File: src/rtl/reg_file_wb_arb.sv
// reg_file_wb_arb: round-robin arbiter for the register file write port (optional forwarding via WB_ARB_BYPASS_EN)
module reg_file_wb_arb #(
  parameter int NUM_REQ = 3,
  parameter int DROP_W  = 8
) (
  input  logic                    wb_arb_clk,
  input  logic                    wb_arb_rst,
  input  logic                    wb_arb_stall,
  input  logic [NUM_REQ-1:0]      wb_arb_req_valid,
  input  logic [5*NUM_REQ-1:0]    wb_arb_req_id,
  input  logic [32*NUM_REQ-1:0]   wb_arb_req_data,
  output logic [NUM_REQ-1:0]      wb_arb_req_ready,
  output logic                    wb_arb_write_sig,
  output logic [4:0]              wb_arb_write_id,
  output logic [31:0]             wb_arb_write_data,
`ifdef WB_ARB_BYPASS_EN
  output logic [DROP_W-1:0]       wb_arb_drop_cnt,
  input  logic [4:0]              wb_arb_fwd_rid1,
  input  logic [4:0]              wb_arb_fwd_rid2,
  output logic                    wb_arb_fwd_hit1,
  output logic                    wb_arb_fwd_hit2,
  output logic [31:0]             wb_arb_fwd_data1,
  output logic [31:0]             wb_arb_fwd_data2
`else
  output logic [DROP_W-1:0]       wb_arb_drop_cnt
`endif
);
  localparam int PW = $clog2(NUM_REQ);
  localparam logic [PW:0] NR = (PW+1)'(NUM_REQ);
  localparam logic [PW-1:0] LAST = PW'(NUM_REQ - 1);
  logic [PW-1:0]     r_ptr;
  logic              r_sig;
  logic [4:0]        r_id;
  logic [31:0]       r_data;
  logic [DROP_W-1:0] r_drop;
  logic [PW-1:0]     w_gnt_idx;
  logic [PW-1:0]     w_nxt_ptr;
  logic [PW:0]       w_sum;
  logic [PW:0]       w_idx;
  logic              w_any;
  logic              w_go;
  logic [4:0]        w_id;
  logic [31:0]       w_data;
  // Scan from the pointer upward with wraparound; walking the offsets downward lets the nearest valid win
  always_comb begin
    w_any = 1'b0;
    w_gnt_idx = '0;
    w_sum = '0;
    w_idx = '0;
    for (int k = NUM_REQ - 1; k >= 0; k--) begin
      w_sum = {1'b0, r_ptr} + (PW+1)'(k);
      w_idx = (w_sum >= NR) ? w_sum - NR : w_sum;
      if (wb_arb_req_valid[w_idx[PW-1:0]]) begin
        w_any = 1'b1;
        w_gnt_idx = w_idx[PW-1:0];
      end
    end
  end
  assign w_go = w_any & ~wb_arb_stall & ~wb_arb_rst;
  assign wb_arb_req_ready = w_go ? (NUM_REQ'(1) << w_gnt_idx) : '0;
  assign w_nxt_ptr = (w_gnt_idx == LAST) ? '0 : w_gnt_idx + 1'b1;
  assign w_id = wb_arb_req_id[5*w_gnt_idx +: 5];
  assign w_data = wb_arb_req_data[32*w_gnt_idx +: 32];
  // Register the winning write; $zero writes are swallowed and counted instead of issued
  always_ff @(posedge wb_arb_clk) begin
    if (wb_arb_rst) begin
      r_ptr <= '0;
      r_sig <= 1'b0;
      r_id <= '0;
      r_data <= '0;
      r_drop <= '0;
    end else begin
      r_sig <= w_go && (w_id != '0);
      if (w_go) begin
        r_ptr <= w_nxt_ptr;
        if (w_id != '0) begin
          r_id <= w_id;
          r_data <= w_data;
        end else if (r_drop != '1) begin
          r_drop <= r_drop + 1'b1;
        end
      end
    end
  end
  assign wb_arb_write_sig = r_sig;
  assign wb_arb_write_id = r_id;
  assign wb_arb_write_data = r_data;
  assign wb_arb_drop_cnt = r_drop;
`ifdef WB_ARB_BYPASS_EN
  assign wb_arb_fwd_hit1 = r_sig && (r_id == wb_arb_fwd_rid1) && (wb_arb_fwd_rid1 != '0);
  assign wb_arb_fwd_hit2 = r_sig && (r_id == wb_arb_fwd_rid2) && (wb_arb_fwd_rid2 != '0);
  assign wb_arb_fwd_data1 = wb_arb_fwd_hit1 ? r_data : '0;
  assign wb_arb_fwd_data2 = wb_arb_fwd_hit2 ? r_data : '0;
`endif
endmodule

File: config.mk
export PLATFORM = sky130hd
export DESIGN_NAME = reg_file_wb_arb
export DESIGN_NICKNAME = d
export VERILOG_FILES = /design/src/rtl/reg_file_wb_arb.sv
export SDC_FILE = /design/constraint.sdc
export NUM_CORES = 1
export LEC_CHECK = 0
export CAP_MARGIN = 20
export CORE_MARGIN = 2
export CORE_UTILIZATION = 42
export CTS_CLUSTER_DIAMETER = 60
export DETAILED_ROUTE_END_ITERATION = 7
export PLACE_DENSITY = 0.95
export SETUP_SLACK_MARGIN = 0.2
export SYNTH_ARGS = -nofsm -noshare
export SYNTH_HDL_FRONTEND = slang
export SYNTH_SLANG_ARGS = --single-unit
File: constraint.sdc
create_clock -name wb_arb_clk -period 6.45 [get_ports wb_arb_clk]
set_input_delay 1.29 -clock wb_arb_clk [delete_from_list [all_inputs] [get_ports wb_arb_clk]]
set_output_delay 1.29 -clock wb_arb_clk [all_outputs]
set_load 0.03 [all_outputs]
==> Word level (Yosys, flattened, before mapping) <==
Cells that the tools add are included.
{ "word_totals": {"reg_bits": 48, "output_inout_bits": 49} }
{ "op_classes": {"addsub": 7, "multipliers": 1, "order_cmp": 6, "n_eq_ne": 2, "n_shift": 3, "mux": 17, "bitwise_logic": 5, "n_reduce_logical": 4} }
{ "ops": {"columns": ["cell", "count"], "rows": [
  ["variable part select 96 x 8 -> 32 bit", 1],
  ["variable part select 15 x 6 -> 5 bit", 1],
  ["2-to-1 mux 2 bit", 7],
  ["less-than comparator 2 x 3 -> 1 bit (second input constant)", 3],
  ["adder 8 x 1 -> 8 bit (second input constant)", 1],
  ["inequality test 8 bit (second input constant)", 1],
  ["binary-select mux 1 bit (select 2 bit)", 3],
  ["greater-or-equal comparator 3 x 2 -> 1 bit (second input constant)", 2],
  ["2-to-1 mux 1 bit", 6],
  ["subtractor 2 bit (second input constant)", 3],
  ["multiplier 3 x 2 -> 5 bit (first input constant)", 1],
  ["nonzero test 5 bit", 1],
  ["adder 2 x 1 -> 3 bit (second input constant)", 1],
  ["adder 2 x 2 -> 3 bit (second input constant)", 1],
  ["2-to-1 mux 3 bit", 1],
  ["inverter 1 bit", 3],
  ["AND reduction 3 bit", 1],
  ["<< shifter 1 x 2 -> 3 bit (first input constant)", 1],
  ["adder 2 x 1 -> 2 bit (second input constant)", 1],
  ["bitwise AND 1 bit", 2],
  ["== test 2 bit (second input constant)", 1],
  ["greater-or-equal comparator 2 bit (second input constant)", 1],
  ["AND reduction 2 bit", 1],
  ["logical AND 1 bit", 1]
]} }

==> Logic depth before layout (Yosys ltp) <==
{ "depth": {"depth_word": 13, "depth_mapped": 14, "ltp_nobuf": 10} }

==> Worst setup path before layout <==
No wires, ideal clock.
{ "synth_timing": {"path_kind": "input port to output port", "start": "in wb_arb_req_valid[1]", "end": "out wb_arb_req_ready[0]", "arrival_time_ps": 3444, "t_required_ps": 5160, "path_slack_ps": 1716, "cell_stages": 7, "n_path_buf": 2, "cell_sequence": "mux2_1 > a222oi_1 > a211o_1 > buf_4 > buf_2 > nand2_1 > nor2_1"} }
{ "synth_between": {"elab_chain_len": 8, "elab_cells_between_ends": 16, "classes_between": "1 x shift; 13 x mux; 2 x bitwise"} }
{ "synth_rtl": {"columns": ["item", "line_no", "source"], "rows": [
  ["from (decl)", "9", "input logic [NUM_REQ-1:0] wb_arb_req_valid,"],
  ["binary-select mux 1 bit (select 2 bit)", "53", "if (wb_arb_req_valid[w_idx[PW-1:0]]) begin"],
  ["2-to-1 mux 1 bit (not written as such)", "53", null],
  ["2-to-1 mux 1 bit (3 in series)", "53", null],
  ["bitwise AND 1 bit (2 in series)", "59", "assign w_go = w_any & ~wb_arb_stall & ~wb_arb_rst;"],
  ["2-to-1 mux 3 bit *", "60", "assign wb_arb_req_ready = w_go ? (NUM_REQ'(1) << w_gnt_idx) : '0;"],
  ["to (decl)", "12", "output logic [NUM_REQ-1:0] wb_arb_req_ready,"]
]} }
Every way passes the cells marked *; elsewhere a longest branch is shown, timed or not. The select of a mux whose other input is x is not followed.

==> Worst setup path after layout <==
Ends and elaborated chain as after synthesis.

==> flow_metrics.tcl <==
set metrics [dict create \
    status "finished clean" \
    gp_congestion 0.882 \
    ys.flop_type "dfxtp_1" \
    path_class "in2out" \
    via_count 3112 \
    clockBufferDepth 2 \
    r2r_end "wb_arb_write_data[16]" \
    async_flop_share_pct 0 \
    ys_types 42 \
    cts_made_buffers 5 \
    hold_path_class "reg2reg" \
    ant_nets 0 \
    hold_end "wb_arb_write_id[4]" \
    grt_usage_pct 21.8 \
    io_pins 166 \
    startpoint "wb_arb_req_valid[1]" \
    critPathArrivalTime_ns 4.09 \
    layout_setup_ws_ns 1.07 \
    clk_pin_slew_ns 0.09 \
    post-cts-setup-buffers 0 \
    regArea_um2 961 \
    clk_latency_ns 0.29 \
    endpoint_kind "primary output" \
    netlist_area_mm2 0.00291 \
    skew_ns 0.00869 \
    maxCapViolations 0 \
    synth_fp_nets 478 \
    die_area_mm2 0.00762 \
    cts_sinks 48 \
    rows 30 \
    synth_common_cells "69 x mux2i_1, 50 x nor2_1, 49 x nand2_1" \
    finalHoldViolations 0 \
    grt_max_degree 72 \
    start_util_pct 43.1 \
    wire_per_inst_um 14.5 \
    ir_drop_v 0.000123 \
    cts.repair.resized 0 \
    slowest_delay_ns 0.76 \
    yosysWarnings 0 \
    finalCritPeriodShare_pct 83.4 \
    min_period_ns 5.38 \
    synth_seq_cells 48 \
    place_ws_ns 0.991 \
    yosysMostFrequentCell "mux2i_1" \
    slowest_stage "a222oi_1" \
    fillers 537 \
    rsz0062_at_grt "false" \
    die_w_um 87.3 \
    critical_path_required_ns 5.16 \
    cellPowerDensity_mw_per_mm2 251 \
    fmax_mhz 186 \
    worstPathCellList "clkdlybuf4s50_1, mux2_1, a222oi_1, a21o_1, nor2_1, nand2_1, nor2_1, clkdlybuf4s50_1" \
    hold_path_startpoint "wb_arb_write_id[4]" \
    diodes 0 \
    cts_hold_buf 0 \
    syn_avg_cell_area_um2 8.16 \
    place_hpwl_um 6740 \
    first_global_vias 3115 \
    die_h_um 87.3 \
    drive_gt1_share_pct 4.48 \
    drtIter0Drc 94 \
    setup_tns_ns 0 \
    critPathLaunchType "primary input" \
    tightest_slew_ns 0.872 \
    grt_pass1_wl_um 13300 \
    post-route-drc-count 0 \
    power_leakage_uw 0.00201 \
    r2r-start "r_ptr[1]" \
    yosys.area.top_type "dfxtp_1" \
    grt-ovfl-total 0 \
    syn_inst 357 \
    vias_per_cell 5.25 \
    r2r_slack_ns 2.09 \
    relSlewSlack_pct 41.9 \
    antenna_found_initial 0 \
    synth_edf_count 0 \
    r2r_cells 12 \
    htree_num_levels 2 \
    synth_top_cell_area_share_pct 33.0 \
    fin_total_pwr_uw 1170 \
    nets 633 \
    portBuffers 165 \
    setup_viol 0 \
    hold_depth 2 \
    multi_input_comb_area_mm2 0.00180 \
    crit_path_max_fanout 7 \
    drv_slew 0 \
    seq_area_frac_synth_pct 33.0 \
    cts_tree "built" \
    drt_pass1_iterations 4 \
    hold_ws_ns 0.473 \
    cts-root-buf "clkbuf_8" \
    area_growth_pct 60.8 \
    coreArea_mm2 0.00676 \
    synth_area_leaders "dfxtp_1 33%, mux2i_1 24%, nor2_1 6.4%" \
    routed_wl_um 8610 \
]
## flip-flops by register name, summed over array words and instances, names as in the netlist
register	cells
wb_arb_write_id	5
wb_arb_drop_cnt	8
r_ptr	2
wb_arb_write_sig	1
wb_arb_write_data	32
## power by group
part / switching (uW) / leakage, uW / internal [uW]
combinational: 339 / 0.00156 / 291
clock: 100 / 0.0000516 / 87.8
sequential: 21.2 / 0.000391 / 334
## logic make-up (layout without fill, tap and decap cells)
group / after synthesis / count (layout) / share of synthesized area, %
AND/OR/NAND/NOR: 125 / 125 / 18.1
AO/OA/AOI/OAI: 74 / 74 / 16.3
multiplexers: 72 / 72 / 24.9
flip-flops: 48 / 48 / 33.0
buffers and inverters: 33 / 189 / 5.67
adder cells (fa/ha/maj): 4 / 4 / 1.72
XOR/XNOR: 1 / 1 / 0.301
## layer usage
layer	global-route usage [%]	part of all wire (%)	vias to the layer above
li1	-	-	1544
met1	22.4	38	1434
met2	41.8	53	124
met3	7.20	8.4	10
met4	6.01	1.2	0
met5	0	0	-
## metrics by stage
step	cell area, um2	instances	util [%]
finish	4680	593	69.3
global route	4680	593	69.3
CTS	4680	593	69.3
detailed placement	4590	585	67.9
global placement	4590	585	67.9
floorplan	2910	357	-
## worst max path at each step
stage / to / slack [ns] / cells past startpoint
final: wb_arb_req_ready[0] / 1.07 / 8
after global routing: wb_arb_req_ready[2] / 0.84 / 8
after CTS: wb_arb_req_ready[0] / 1.07 / 8
after detailed placement: wb_arb_write_data[16] / 0.99 / 11
after global placement: wb_arb_req_ready[2] / 1.22 / 8
after floorplan: wb_arb_req_ready[0] / 1.72 / 7
## cell type report
| type | count | share of cell area, % |
|---|---|---|
| Clock buffer | 6 | 1.76 |
| Inverter | 11 | 0.882 |
| Tap cell | 80 | 2.14 |
| Timing Repair Buffer | 170 | 36.0 |
| Clock inverter | 2 | 0.294 |
| Multi-Input combinational cell | 276 | 38.4 |
| Sequential cell | 48 | 20.5 |
## layout by cell type (no fill, tap or decap), types with 2 or more instances in the layout
cell type / n
a211o_1: 3
a211oi_1: 2
a21o_1: 4
a21oi_1: 12
a21oi_2: 2
and2_1: 2
and3_1: 2
buf_4: 5
clkbuf_8: 6
clkdlybuf4s50_1: 164
dfxtp_1: 48
ha_1: 4
inv_1: 10
mux2_1: 2
mux2i_1: 69
nand2_1: 49
nand2b_1: 5
nand3_1: 6
nand3b_1: 2
nand4_1: 3
nor2_1: 50
nor2b_1: 3
nor4_1: 2
o21ai_0: 37
## worst max-delay path, delay by kind of cell
| family | cells | cell delay, ns |
|---|---|---|
| compound gates | 2 | 1.01 |
| simple gates | 3 | 0.35 |
| buf+inv | 2 | 1.08 |
| mux | 1 | 0.36 |
(Power assumes the default switching activity.)
